==> src/rtl/mips_dbg_pkg.sv <==
// Byte protocol constants and loader state encodings shared with the debug unit.
package mips_dbg_pkg;

  // UART command/reply bytes
  localparam logic [7:0] DBG_CMD_LOAD = 8'h6C;  // 'l'
  localparam logic [7:0] DBG_ACK      = 8'h6B;  // 'k'
  localparam logic [7:0] DBG_NAK      = 8'h65;  // 'e'

  // Program loader state encoding
  localparam int unsigned PL_STATE_W = 3;
  localparam logic [PL_STATE_W-1:0] PL_IDLE     = 3'd0;
  localparam logic [PL_STATE_W-1:0] PL_LEN_LO   = 3'd1;
  localparam logic [PL_STATE_W-1:0] PL_LEN_HI   = 3'd2;
  localparam logic [PL_STATE_W-1:0] PL_DATA     = 3'd3;
  localparam logic [PL_STATE_W-1:0] PL_WRITE    = 3'd4;
  localparam logic [PL_STATE_W-1:0] PL_ACK_SEND = 3'd5;
  localparam logic [PL_STATE_W-1:0] PL_NAK_SEND = 3'd6;
  localparam logic [PL_STATE_W-1:0] PL_TX_WAIT  = 3'd7;

endpackage

==> src/rtl/byte_assembler.sv <==
// Packs four received bytes into a 32-bit word, little endian (first byte -> [7:0]).
module byte_assembler (
  input  logic        clk,
  input  logic        rst_n,
  input  logic        clr_i,
  input  logic        shift_i,
  input  logic [7:0]  byte_i,
  output logic [31:0] word_o,
  output logic [1:0]  cnt_o,
  output logic        valid_o
);

  logic [31:0] word_q;
  logic [1:0]  cnt_q;
  logic        valid_q;

  // Shift bytes in from the top so the first byte ends up in the low lane
  always_ff @(posedge clk or negedge rst_n) begin
    if (!rst_n) begin
      word_q  <= '0;
      cnt_q   <= '0;
      valid_q <= 1'b0;
    end else if (clr_i) begin
      word_q  <= '0;
      cnt_q   <= '0;
      valid_q <= 1'b0;
    end else if (shift_i) begin
      word_q  <= {byte_i, word_q[31:8]};
      cnt_q   <= cnt_q + 2'd1;
      valid_q <= (cnt_q == 2'd3);
    end else begin
      valid_q <= 1'b0;
    end
  end

  assign word_o  = word_q;
  assign cnt_o   = cnt_q;
  assign valid_o = valid_q;

endmodule

==> src/rtl/program_loader.sv <==
// UART program loader: receives a length-prefixed image, writes it to instruction
// memory one word at a time, replies ACK/NAK and then releases the datapath.
module program_loader
  import mips_dbg_pkg::*;
#(
  parameter int unsigned ADDR_W   = 8,
  parameter int unsigned DEPTH    = 256,
  parameter int unsigned TIMEOUT  = 1000000,
  parameter logic [7:0]  CMD_LOAD = DBG_CMD_LOAD,
  parameter logic [7:0]  ACK      = DBG_ACK,
  parameter logic [7:0]  NAK      = DBG_NAK
) (
  input  logic              clk,
  input  logic              reset_n,
  input  logic              rx_rdy,
  input  logic [7:0]        rx_bus,
  input  logic              tx_done,
  output logic              tx_write,
  output logic [7:0]        tx_bus,
  output logic              imem_we,
  output logic [ADDR_W-1:0] imem_addr,
  output logic [31:0]       imem_wdata,
  output logic              dp_reset,
  output logic              busy,
  output logic              load_done,
  output logic              load_error
);

  localparam int unsigned          CNT_W    = $clog2(TIMEOUT + 1);
  localparam logic [CNT_W-1:0]     TMO_LAST = CNT_W'(TIMEOUT - 1);
  localparam logic [15:0]          DEPTH16  = 16'(DEPTH);

  logic [PL_STATE_W-1:0] state_q, state_d;
  logic [15:0]           n_q, n_d;
  logic [15:0]           word_cnt_q, word_cnt_d;
  logic [CNT_W-1:0]      idle_cnt_q, idle_cnt_d;
  logic [7:0]            tx_bus_q, tx_bus_d;
  logic                  dp_reset_q, dp_reset_d;
  logic                  load_done_q, load_done_d;
  logic                  load_error_q, load_error_d;

  logic                  timeout;
  logic [15:0]           len_full;
  logic                  asm_clr;
  logic                  asm_shift;
  logic [31:0]           asm_word;
  logic [1:0]            asm_cnt;
  logic                  asm_valid;

  byte_assembler u_asm (
    .clk     (clk),
    .rst_n   (reset_n),
    .clr_i   (asm_clr),
    .shift_i (asm_shift),
    .byte_i  (rx_bus),
    .word_o  (asm_word),
    .cnt_o   (asm_cnt),
    .valid_o (asm_valid)
  );

  assign len_full = {rx_bus, n_q[7:0]};

  // Next-state logic: FSM, length/word counters, inter-byte timeout
  always_comb begin
    state_d      = state_q;
    n_d          = n_q;
    word_cnt_d   = word_cnt_q;
    idle_cnt_d   = '0;
    tx_bus_d     = tx_bus_q;
    dp_reset_d   = dp_reset_q;
    load_done_d  = load_done_q;
    load_error_d = load_error_q;
    asm_clr      = 1'b0;
    asm_shift    = 1'b0;
    timeout      = 1'b0;

    // Any received byte restarts the silence window; it only runs mid-transfer
    if (state_q inside {PL_LEN_LO, PL_LEN_HI, PL_DATA}) begin
      if (rx_rdy) begin
        idle_cnt_d = '0;
      end else if (idle_cnt_q == TMO_LAST) begin
        timeout    = 1'b1;
        idle_cnt_d = '0;
      end else begin
        idle_cnt_d = idle_cnt_q + 1'b1;
      end
    end

    case (state_q)
      PL_IDLE: begin
        if (rx_rdy && (rx_bus == CMD_LOAD)) begin
          state_d      = PL_LEN_LO;
          dp_reset_d   = 1'b1;
          load_done_d  = 1'b0;
          load_error_d = 1'b0;
          n_d          = '0;
          word_cnt_d   = '0;
          asm_clr      = 1'b1;
        end
      end
      PL_LEN_LO: begin
        if (rx_rdy) begin
          n_d     = {8'h00, rx_bus};
          state_d = PL_LEN_HI;
        end else if (timeout) begin
          tx_bus_d = NAK;
          state_d  = PL_NAK_SEND;
        end
      end
      PL_LEN_HI: begin
        if (rx_rdy) begin
          n_d = len_full;
          if (len_full > DEPTH16) begin
            tx_bus_d = NAK;
            state_d  = PL_NAK_SEND;
          end else if (len_full == 16'd0) begin
            tx_bus_d = ACK;
            state_d  = PL_ACK_SEND;
          end else begin
            word_cnt_d = '0;
            state_d    = PL_DATA;
          end
        end else if (timeout) begin
          tx_bus_d = NAK;
          state_d  = PL_NAK_SEND;
        end
      end
      PL_DATA: begin
        if (rx_rdy) begin
          asm_shift = 1'b1;
          if (asm_cnt == 2'd3) state_d = PL_WRITE;
        end else if (timeout) begin
          asm_clr  = 1'b1;
          tx_bus_d = NAK;
          state_d  = PL_NAK_SEND;
        end
      end
      PL_WRITE: begin
        word_cnt_d = word_cnt_q + 16'd1;
        if (word_cnt_d == n_q) begin
          tx_bus_d = ACK;
          state_d  = PL_ACK_SEND;
        end else begin
          state_d = PL_DATA;
        end
      end
      PL_ACK_SEND, PL_NAK_SEND: begin
        state_d = PL_TX_WAIT;
      end
      PL_TX_WAIT: begin
        if (tx_done) begin
          if (tx_bus_q == ACK) begin
            dp_reset_d  = 1'b0;
            load_done_d = 1'b1;
          end else begin
            load_error_d = 1'b1;
          end
          state_d = PL_IDLE;
        end
      end
      default: state_d = PL_IDLE;
    endcase
  end

  // State and control registers
  always_ff @(posedge clk or negedge reset_n) begin
    if (!reset_n) begin
      state_q      <= PL_IDLE;
      n_q          <= '0;
      word_cnt_q   <= '0;
      idle_cnt_q   <= '0;
      tx_bus_q     <= '0;
      dp_reset_q   <= 1'b1;
      load_done_q  <= 1'b0;
      load_error_q <= 1'b0;
    end else begin
      state_q      <= state_d;
      n_q          <= n_d;
      word_cnt_q   <= word_cnt_d;
      idle_cnt_q   <= idle_cnt_d;
      tx_bus_q     <= tx_bus_d;
      dp_reset_q   <= dp_reset_d;
      load_done_q  <= load_done_d;
      load_error_q <= load_error_d;
    end
  end

  // The assembler's valid pulse coincides exactly with the WRITE state
  assign imem_we    = asm_valid;
  assign imem_addr  = word_cnt_q[ADDR_W-1:0];
  assign imem_wdata = asm_word;
  assign tx_write   = (state_q == PL_ACK_SEND) || (state_q == PL_NAK_SEND);
  assign tx_bus     = tx_bus_q;
  assign dp_reset   = dp_reset_q;
  assign busy       = (state_q != PL_IDLE);
  assign load_done  = load_done_q;
  assign load_error = load_error_q;

endmodule

==> config.mk <==
export PLATFORM = sky130hd
export DESIGN_NAME = program_loader
export DESIGN_NICKNAME = d
export VERILOG_FILES = /design/src/rtl/mips_dbg_pkg.sv /design/src/rtl/byte_assembler.sv /design/src/rtl/program_loader.sv
export SDC_FILE = /design/constraint.sdc
export NUM_CORES = 1
export LEC_CHECK = 0
export BUFFER_PORTS_ARGS = -buffer_cell sky130_fd_sc_hd__buf_4
export CORE_MARGIN = 8
export CORE_UTILIZATION = 55
export DETAILED_ROUTE_END_ITERATION = 16
export PLACE_DENSITY = 0.76
export SYNTH_ARGS = -nofsm -noshare
export SYNTH_HDL_FRONTEND = slang
export SYNTH_SLANG_ARGS = --single-unit
==> constraint.sdc <==
create_clock -name clk -period 2.7 [get_ports clk]
set_input_delay 0.54 -clock clk [delete_from_list [all_inputs] [get_ports clk]]
set_output_delay 0.54 -clock clk [all_outputs]
set_load 0.05 [all_outputs]
Word level (Yosys, flattened, before mapping)
Index checks and enable logic that the tools add are counted.
{ "op_classes": {"add_sub_neg": 3, "bitwise_logic": 1, "order_cmp": 1, "muxes": 55, "n_eq_ne": 24, "n_reduce_logical": 21} }
{ "op_table": {"columns": ["operator", "count"], "rows": [
  ["16-bit 2-to-1 mux", 6],
  ["16-bit case mux with 3 select lines", 2],
  ["32-bit 2-to-1 mux", 2],
  ["20-bit 2-to-1 mux", 3],
  ["8-bit 2-to-1 mux", 6],
  ["3-bit 2-to-1 mux", 10],
  ["8-bit case mux with 3 select lines", 1],
  ["3-bit case mux with 7 select lines", 1],
  ["20-bit by 1-bit adder with 20-bit output (second input constant)", 1],
  ["20-bit == test (second input constant)", 1],
  ["2-bit inequality test (second input constant)", 10],
  ["4-bit AND reduction", 5],
  ["1-bit 2-to-1 mux", 18],
  ["16-bit by 1-bit adder with 16-bit output (second input constant)", 1],
  ["16-bit == test", 1],
  ["8-bit by 7-bit == test with 1-bit output (second input constant)", 2],
  ["16-bit by 9-bit greater-than comparator with 1-bit output (second input constant)", 1],
  ["16-bit logical NOT", 1],
  ["3-bit nonzero test", 5],
  ["3-bit == test (second input constant)", 4],
  ["1-bit case mux with 2 select lines", 4],
  ["3-bit by 2-bit == test with 1-bit output (second input constant)", 2],
  ["2-bit nonzero test", 3],
  ["5-bit AND reduction", 1],
  ["12 further kinds", 14]
]} }
{ "totals": {"reg_bits": 101, "elab_cells": 117, "in_bits": 12} }

Logic depth before layout (Yosys ltp)
Gate-level depths: netlist (run 1).
{ "logic_depth": {"word_depth": 8, "ltp_mapped": 8, "mapped_depth_nobuf": 7} }

Cells and area by module
From an unflattened synthesis (run 1), not the netlist that was laid out.
{ "unflattened": {"cells_unflattened": 564, "hier_area_um2": 5462.7} }
{ "by_module_without_submodules": {"columns": ["module", "cells_per_inst", "area_each_um2", "seq_area_each_um2", "n_inst"], "rows": [
  ["program_loader", 450, 4006.3, 1652.8, 1],
  ["byte_assembler", 114, 1456.4, 875.8, 1]
]} }

Worst setup path before layout (run 1)
No wires, ideal clock.
{ "synth_path": {"path_type": "reg-to-reg", "startpoint": "register word_cnt_q[0]", "endpoint": "register state_q[2]", "t_arrival_ns": 2.374, "stages_incl_launch_ff": 9, "n_path_buf": 1, "required_ns": 2.626, "period_less_slack_ns": 2.448, "setup_ns": 0.074, "path_slack_ns": 0.252, "cell_sequence": "dfrtp_1 -> ha_1 -> buf_2 -> and3_1 -> a311oi_1 -> a211oi_1 -> or4_4 -> nor4_4 -> nand3b_1"} }
{ "synth_between": {"elab_chain_cells": 4} }
{ "synth_lines": {"columns": ["item", "line", "rtl"], "rows": [
  ["start: declaration", "program_loader.sv:35", "logic [15:0] word_cnt_q, word_cnt_d;"],
  ["start signal: assignment", "program_loader.sv:179", "word_cnt_q <= word_cnt_d;"],
  ["16-bit by 1-bit adder with 16-bit output", "program_loader.sv:139", "word_cnt_d = word_cnt_q + 16'd1;"],
  ["16-bit == test", "program_loader.sv:140", "if (word_cnt_d == n_q) begin"],
  ["3-bit 2-to-1 mux", "program_loader.sv:140", null],
  ["3-bit case mux with 7 select lines", "program_loader.sv:89", "case (state_q)"],
  ["end signal: assignment", "program_loader.sv:177", "state_q <= state_d;"],
  ["end: declaration", "program_loader.sv:33", "logic [PL_STATE_W-1:0] state_q, state_d;"]
]} }
Every way passes these cells.
A chain may end at the register's enable or synchronous reset.

Worst setup path after layout (run 1)
{ "layout_path": {"startpoint": "register word_cnt_q[2]", "endpoint": "register tx_bus_q[6] (netlist: tx_bus[6])"} }
{ "layout_between": {"elab_chain_cells": 4} }
{ "layout_lines": {"columns": ["item", "line", "rtl"], "rows": [
  ["16-bit by 1-bit adder with 16-bit output", "program_loader.sv:139", null],
  ["16-bit == test", "program_loader.sv:140", null],
  ["2-bit inequality test (no line)", null, null],
  ["4-bit AND reduction (no line)", null, null],
  ["end signal: assignment", "program_loader.sv:181", "tx_bus_q <= tx_bus_d;"],
  ["end: declaration", "program_loader.sv:37", "logic [7:0] tx_bus_q, tx_bus_d;"]
]} }
Every way passes these cells.

==> results of run 1 <==
-- flip-flops by register name (all words and copies together) (netlist names) --
signal	flops
load_done	1
word_cnt_q	16
state_q	3
n_q	16
u_asm.valid_o	1
u_asm.word_o	32
tx_bus	8
dp_reset	1
idle_cnt_q	20
load_error	1
u_asm.cnt_o	2
-- area by class of cell --
| type | instances | area [um^2] |
|---|---|---|
| Clock buffer | 9 | 123.9 |
| Clock inverter | 7 | 67.56 |
| Timing Repair Buffer | 82 | 640.6 |
| Fill cell | 794 | 3463 |
| Sequential cell | 101 | 2529 |
| Tap cell | 133 | 166.4 |
| Multi-Input combinational cell | 397 | 2551 |
| Inverter | 14 | 52.55 |
-- power groups by stage --
stage / logic [uW] / clock network [uW] / registers, uW
6_report: 3400 / 934 / 2470
5_1_grt: 3650 / 1010 / 2550
4_1_cts: 3400 / 962 / 2470
3_5_place_dp: 3390 / 0 / 2500
3_3_place_gp: 3330 / 0 / 2480
2_1_floorplan: 1870 / 0 / 3090
-- metal layers --
layer / part of all wire (%) / up-vias / wire, um
met5: 0 / - / 0
met4: 1.3 / 0 / 167
met3: 6.1 / 12 / 756
met2: 46 / 122 / 5769
met1: 46 / 2088 / 5770
li1: - / 2054 / -
-- per-stage QoR --
step | total power [uW] | instance area (um^2) | util (%) | setup slack [ps]
2_1_floorplan | 4961 | 5339 | - | 251.6
3_3_place_gp | 5811 | 5929 | 61.80 | 192.9
3_5_place_dp | 5892 | 5929 | 61.80 | 140.1
4_1_cts | 6837 | 6121 | 63.80 | 104.7
5_1_grt | 7217 | 6131 | 63.90 | 5.765
6_report | 6805 | 6131 | 63.90 | 104.8
-- cells by family after synthesis --
family | after synthesis
AOI/OAI and AO/OA | 92
xor gates and xnor gates | 39
adders and majority gates | 3
buffers and inverters | 53
DFF | 101
muxes | 35
and+or+nand+nor | 228
-- final timing paths --
path	start	endpoint	slack (ps)	cells after the start
worst max-delay path	word_cnt_q[2]$_DFFE_PN0P_	tx_bus[6]$_DFFE_PN0P_	100	7
worst min-delay path	reset_n	tx_bus[4]$_DFFE_PN0P_	180	1
worst max register to register	word_cnt_q[2]$_DFFE_PN0P_	tx_bus[6]$_DFFE_PN0P_	100	7
worst min register to register	idle_cnt_q[0]$_DFF_PN0_	idle_cnt_q[0]$_DFF_PN0_	490	1
max in group asynchronous	reset_n	n_q[5]$_DFFE_PN0P_	1850	2
min in group clk	rx_bus[1]	n_q[1]$_DFFE_PN0P_	450	2
-- repair_timing --
action	in CTS	in global routing
resized for setup	0	1
setup endpoints to repair	0	9
setup buffers	0	1
-- cell usage after synthesis, types with 12 or more instances --
cell type and count:
nor2_1 80, o21ai_0 22, a31oi_1 12, nand2_1 41
clkbuf_1 15, a21oi_1 16, xnor2_1 23, xor2_1 16
mux2i_1 35, nand4_1 13, dfrtp_1 100, nor3_1 14
inv_1 14, nand3_1 20
==> results.toml, run 1 <==
[logic_synthesis]
synthMuxAreaShare_pct = 6.562
synth.top_cell.area_share_pct = 46.87
synth-simple-area-share_pct = 22.43
yosys.cell_types.count = 58
synthArstFlopShare_pct = 100.0
ys_ff_latch = 101
synth-edff-count = 0
synth_top_flop_cell = "dfrtp_1"
postSynthAreaPerCell_um2 = 9.689
yosysTopAreaCell = "dfrtp_1"
synth_top_family_by_area = "simple AND/OR/NAND/NOR gates"
ys_seq_area_share_pct = 47.36
netlist_instances = 551
synth_nets = 566
syn_area_um2 = 5339
synth-compound-area-share_pct = 11.51
synthAdderAreaFrac_pct = 0.7031
synth.area.top_cells = "dfrtp_1 47%, mux2i_1 6.6%, nor2_1 5.6%"
ys_warn_count = 0
yosys.area_share.xor_xnor_pct = 6.398

[pwr]
netSwitchingFraction_pct = 48.69
p_leak_uw = 0.002894
ir_drop_mv = 0.5810
seq_power_share_pct = 36.4
p_int_uw = 3492
combPwrFrac_pct = 49.9
power-per-cell-area_nw_per_um2 = 1110
p_clk_share_pct = 13.7
p_sw_uw = 3313

[die]
core_area_um2 = 9594
chipHeight_um = 114.5
die_area_um2 = 13120
die_x_um = 114.5
rows = 36
io_pins = 66
start_util_pct = 55.65

[final_layout]
layout_common_cells = "100 x dfrtp_1, 80 x buf_4, 79 x nor2_1"
stdcell_count = 743
nets = 620
drive_above_1_share_pct = 19.67
diodes = 0
area_growth_pct = 14.83
final_common_cell = "dfrtp_1"

[placed_design]
place_inst = 726
io_buffers = 65
gp_congestion = 0.9377
hpwlAfterDp_mm = 8.894

[clock_tree]
cts_tree = "done"
cts_sinks = 101
insertion_delay_ps = 360
cts-root-buf = "clkbuf_8"
htree_num_levels = 3
clockBufferDepth = 2
cts_made_buffers = 9
cts_hold_buf = 0
cts.reportedPaths.clkPinSlew_ps = 110

[setup_path]
critPathMaxStageDelay_ps = 590
crit_slowest_cell = "dfrtp_1"
arrival_ps = 2830
cp.required_ps = 2940
critPathTopFamily = "simple AND/OR/NAND/NOR gates"
critPathBufInv = 1
start_kind = "register"
path_max_fanout = 13
crit_type = "register to register"
worstPathCellList = "nand3_2 > or2_1 > nor3_1 > a311o_1 > nor4_4 > buf_4 > or3_1"
worst_setup_path_end_kind = "register"

[sta]
rsz0062_at_grt = "false"
period_share_pct = 96.12
setup_viol = 0
fmax_mhz = 385.3
worst_pin_slew_ps = 636.0
maxSlewHeadroom_pct = 57.60
holdWs_ps = 182.0
finalClockSkew_ps = 14.28
slew_violations = 0
final.min_clock_period_ps = 2595
hold_viol = 0
setup_tns_ps = 0

[routing]
vias_per_cell = 5.755
drc = 0
wl_per_cell_um = 16.77
drt_pass1_iterations = 5
vias = 4276
drt_iter0_drc = 258
ant_nets = 0
routed_wl_mm = 12.46

[grt]
grt-ovfl-total = 0
use_met3_pct = 3.006
grt_pass1_vias = 4168
track_usage_pct = 19.69
globalRouteMet2Util_pct = 30.26
grt_pass1_wl_mm = 20.87
grt_use_met1_pct = 27.61
grt_max_degree = 49
busiest_layer = "met2"
antenna_found_initial = 0

[outcome]
status = "finished clean"

[job]
max_cap_violations = 0

[min_path]
hp-class = "primary input to asynchronous set/reset pin"
(Power assumes the default switching activity.)
==> inputs of run 2 (changes only) <==
- CORE_UTILIZATION: 55 -> 58
- PLACE_DENSITY: 0.76 -> 0.8
==> run 2 against run 1 <==
  * Cell count decreased by 2.8%
  * Via count increased by 1.2%
  * Critical path depth increased by 2
  * Critical endpoint is now tx_bus[0]$_DFFE_PN0P_
==> results.toml, run 2 (synthesis gave the netlist of run 1 again) <==
[sta]
finalClockSkew_ps = 15.10
maxSlewHeadroom_pct = 61.69
hold_viol = 0
setup_tns_ps = 0
period_share_pct = 94.50
setup_viol = 0
worst_slack_ps = 148.6
rsz0062_at_grt = "false"
slew_violations = 0
worst_pin_slew_ps = 574.6
final.min_clock_period_ps = 2551
fmax_mhz = 391.9

[die]
io_pins = 66
start_util_pct = 58.90
core_area_um2 = 9065
rows = 35
die_x_um = 111.9
die_area_um2 = 12530
chipHeight_um = 111.9

[clock_tree]
ctsResizeCount = 0
cts.reportedPaths.clkPinSlew_ps = 110
htree_num_levels = 3
insertion_delay_ps = 370
cts-root-buf = "clkbuf_8"
cts_hold_buf = 0
clockBufferDepth = 2
cts_sinks = 101
cts_tree = "done"
cts_made_buffers = 9

[setup_path]
worstReg2RegStart = "word_cnt_q[1]$_DFFE_PN0P_"
start_kind = "register"
crit_type = "register to register"
worstReg2RegEnd = "tx_bus[0]$_DFFE_PN0P_"
path_max_fanout = 9
arrival_ps = 2800
r2r_slack_ps = 150
r2r_cells = 9
worst_setup_path_end_kind = "register"
cp.required_ps = 2950

[grt]
grt_pass1_wl_mm = 20.96
grt_use_met1_pct = 28.83
track_usage_pct = 20.36
grt-ovfl-total = 0
grt_pass1_vias = 4153
antenna_found_initial = 0
busiest_layer = "met2"
grt_max_degree = 44
globalRouteMet2Util_pct = 31.38
use_met3_pct = 4.004

[routing]
vias_per_cell = 5.994
drc = 0
ant_nets = 0
routed_wl_mm = 12.56
vias = 4328
drt_iter0_drc = 335
drt_pass1_iterations = 4
wl_per_cell_um = 17.39

[final_layout]
final_common_cell = "dfrtp_1"
nets = 621
fin_util_pct = 67.67
largest_reg_flops = 32
diodes = 0
drive_above_1_share_pct = 19.64
area_growth_pct = 14.91
stdcell_count = 722
layout_common_cells = "100 x dfrtp_1, 81 x buf_4, 79 x nor2_1"

[pwr]
combPwrFrac_pct = 49.6
p_sw_uw = 3343
power-per-cell-area_nw_per_um2 = 1118
p_int_uw = 3513
seq_power_share_pct = 36.1
netSwitchingFraction_pct = 48.76
ir_drop_mv = 0.5544
p_leak_uw = 0.002909
p_clk_share_pct = 14.2

[min_path]
hp-class = "primary input to asynchronous set/reset pin"

[placed_design]
place_inst = 705
io_buffers = 65
hpwlAfterDp_mm = 9.114
gp_congestion = 0.9674
post-place-ws_ps = 138.6

[job]
max_cap_violations = 0

[outcome]
status = "finished clean"
run 2: cell count changes in the layout (fill, tap and decap cells not counted), sizes merged:
| cell | before | now |
|---|---|---|
| buf | 82 | 83 |
| inv | 18 | 16 |
| clkinv | 3 | 5 |
run 2: through the flow:
stage / hold slack (ps) / cell area (um^2) / total power, uW
3_5_place_dp: 487.3 / 5909 / 5915
2_1_floorplan: 244.4 / 5339 / 4961
5_1_grt: 159.9 / 6135 / 7276
6_report: 136.0 / 6135 / 6856
4_1_cts: 146.2 / 6127 / 6905
3_3_place_gp: 474.5 / 5909 / 5823
run 2: layout make-up:
type / instances / area, um^2
sequential: 101 / 2529
timing repair buffer: 83 / 648.1
clock inverter: 7 / 93.84
tap: 111 / 138.9
multi-input combinational: 397 / 2549
clock buffer: 9 / 123.9
inverter: 14 / 52.55
fill: 703 / 2930
run 2: how the worst max path moves through the flow:
| stage | startpoint | endpoint | slack (ps) | cells after the start |
|---|---|---|---|---|
| after floorplan | word_cnt_q[0]$_DFFE_PN0P_ | state_q[2]$_DFFE_PN0P_ | 250 | 8 |
| after global placement | word_cnt_q[1]$_DFFE_PN0P_ | state_q[2]$_DFFE_PN0P_ | 210 | 7 |
| after detailed placement | word_cnt_q[1]$_DFFE_PN0P_ | tx_bus[2]$_DFFE_PN0P_ | 140 | 7 |
| after CTS | word_cnt_q[1]$_DFFE_PN0P_ | tx_bus[2]$_DFFE_PN0P_ | 120 | 7 |
| after global routing | word_cnt_q[1]$_DFFE_PN0P_ | tx_bus[0]$_DFFE_PN0P_ | 20 | 9 |
| final | word_cnt_q[1]$_DFFE_PN0P_ | tx_bus[0]$_DFFE_PN0P_ | 150 | 9 |
run 2: per-layer routing:
layer | vias up | wire [um]
met5 | - | 0
met4 | 0 | 100
met3 | 7 | 824
met2 | 139 | 5692
met1 | 2123 | 5942
li1 | 2059 | -
run 2: worst max-delay path, cell delays in order, from the launching register on:
cell and delay (ps):
dfrtp_1 460, ha_1 250, buf_4 160, nand4_1 160, or4_1 530, xnor2_1 180, o211ai_1 160, nor4_4 60
buf_4 170, or3_1 300
run 2: timing repair:
action | in CTS | in global routing
setup endpoints to repair | 0 | 9
hold endpoints to repair | 0 | 0
buffers inserted | 0 | 1
run 2: power groups by stage:
| stage | clock [uW] | combinational, uW | sequential [uW] |
|---|---|---|---|
| after detailed placement | 0 | 3410 | 2500 |
| final | 976 | 3400 | 2480 |
| after floorplan | 0 | 1870 | 3090 |
| after global routing | 1060 | 3670 | 2550 |
| after global placement | 0 | 3350 | 2480 |
| after CTS | 1010 | 3420 | 2470 |
==> inputs of run 3 (changes only) <==
- RECOVER_POWER: unset -> 25
==> run 3 against run 2 <==
  * The run now ends with capacitance limit, slew limit left
  * Die area stayed put
  * Global-route usage stayed put
  * Non-clock buffer count is the same
  * Maximum frequency down 0.13%
  * Largest cell class unchanged
==> results.toml, run 3 (synthesis gave the netlist of run 1 again) <==
[setup_path]
start_kind = "register"
worstReg2RegStart = "word_cnt_q[1]$_DFFE_PN0P_"
cp.required_ps = 2950
worst_setup_path_end_kind = "register"
crit_type = "register to register"
path_max_fanout = 9
arrival_ps = 2800
worstReg2RegEnd = "tx_bus[0]$_DFFE_PN0P_"
r2r_cells = 9
r2r_slack_ps = 150

[pwr]
p_int_uw = 3513
p_sw_uw = 3343
power-per-cell-area_nw_per_um2 = 1118
combPwrFrac_pct = 49.6
seq_power_share_pct = 36.2
ir_drop_mv = 0.5533
netSwitchingFraction_pct = 48.76
p_leak_uw = 0.002906
p_clk_share_pct = 14.2

[final_layout]
largest_reg_flops = 32
final_cell_area_um2 = 6131
drive_above_1_share_pct = 19.48
final_common_cell = "dfrtp_1"
area_growth_pct = 14.83
stdcell_count = 722
fin_util_pct = 67.63
layout_common_cells = "100 x dfrtp_1, 80 x buf_4, 79 x nor2_1"
nets = 621
diodes = 0

[routing]
routed_wl_mm = 12.55
drt_pass1_iterations = 4
drt_iter0_drc = 335
vias_per_cell = 5.972
ant_nets = 0
drc = 0
vias = 4312
wl_per_cell_um = 17.38

[clock_tree]
cts_hold_buf = 0
htree_num_levels = 3
clockBufferDepth = 2
cts-root-buf = "clkbuf_8"
cts_tree = "done"
cts_made_buffers = 9
cts.reportedPaths.clkPinSlew_ps = 110
ctsResizeCount = 0
cts_setup_buffers = 0
cts_sinks = 101
insertion_delay_ps = 370

[sta]
hold_viol = 0
final.min_clock_period_ps = 2555
rsz0062_at_grt = "false"
worst_pin_slew_ps = 2215
setup_tns_ps = 0
holdWs_ps = 449.9
fmax_mhz = 391.4
finalClockSkew_ps = 15.11
slew_violations = 40
period_share_pct = 94.63
maxSlewHeadroom_pct = -47.66
setup_viol = 0

[min_path]
hp-class = "primary input to register"
hold_depth = 2
whs_endpoint = "n_q[7]$_DFFE_PN0P_"
hp-start = "rx_bus[7]"

[placed_design]
gp_congestion = 0.9674
hpwlAfterDp_mm = 9.114
place_inst = 705
io_buffers = 65
placedInstanceArea_um2 = 5909

[grt]
antenna_found_initial = 0
grt-ovfl-total = 0
track_usage_pct = 20.36
grt_max_degree = 44
grt_pass1_wl_mm = 20.96
grt_pass1_vias = 4153

[die]
chipHeight_um = 111.9
core_area_um2 = 9065
io_pins = 66
die_x_um = 111.9
rows = 35
die_area_um2 = 12530
start_util_pct = 58.90

[outcome]
status = "finished with violations"
failed_checks = "capacitance limit, slew limit"

[job]
max_cap_violations = 1
run 3: worst max-delay path by stage:
stage / startpoint / end / slack (ps) / depth (start not counted)
final: word_cnt_q[1]$_DFFE_PN0P_ / tx_bus[0]$_DFFE_PN0P_ / 150 / 9
after global routing: word_cnt_q[1]$_DFFE_PN0P_ / tx_bus[0]$_DFFE_PN0P_ / 20 / 9
after CTS: word_cnt_q[1]$_DFFE_PN0P_ / tx_bus[2]$_DFFE_PN0P_ / 120 / 7
after detailed placement: word_cnt_q[1]$_DFFE_PN0P_ / tx_bus[2]$_DFFE_PN0P_ / 140 / 7
after global placement: word_cnt_q[1]$_DFFE_PN0P_ / state_q[2]$_DFFE_PN0P_ / 210 / 7
after floorplan: word_cnt_q[0]$_DFFE_PN0P_ / state_q[2]$_DFFE_PN0P_ / 250 / 8
run 3: power by group through the flow:
stage	clock, uW	combinational (uW)	sequential (uW)
final	975	3400	2480
after global routing	1060	3670	2550
after CTS	1010	3420	2470
after detailed placement	0	3410	2500
after global placement	0	3350	2480
after floorplan	0	1870	3090
run 3: per-layer routing:
layer / vias to the layer above / global-route usage, % / share of wire [%]
met5: - / 0 / 0
met4: 0 / 4.856 / 0.80
met3: 7 / 4.004 / 6.6
met2: 134 / 31.38 / 45
met1: 2111 / 28.83 / 47
li1: 2060 / - / -
run 3: cell type report:
| class | count | area, um^2 |
|---|---|---|
| multi-input combinational | 397 | 2549 |
| timing repair buffer | 83 | 644.4 |
| sequential | 101 | 2529 |
| clock inverter | 7 | 93.84 |
| fill | 702 | 2934 |
| clock buffer | 9 | 123.9 |
| tap | 111 | 138.9 |
| inverter | 14 | 52.55 |
run 3: metrics by stage:
step / total power [uW] / worst slack (ps)
after floorplan: 4961 / 251.6
after global placement: 5823 / 206.4
after detailed placement: 5915 / 138.6
after CTS: 6905 / 115.7
after global routing: 7276 / 23.74
final: 6855 / 145.1
run 3: worst max-delay path: stages, from the launching register on:
cell and delay, ps:
dfrtp_1 460, ha_1 250, buf_4 160, nand4_1 160
or4_1 530, xnor2_1 180, o211ai_1 160, nor4_4 60
buf_4 170, or3_1 300
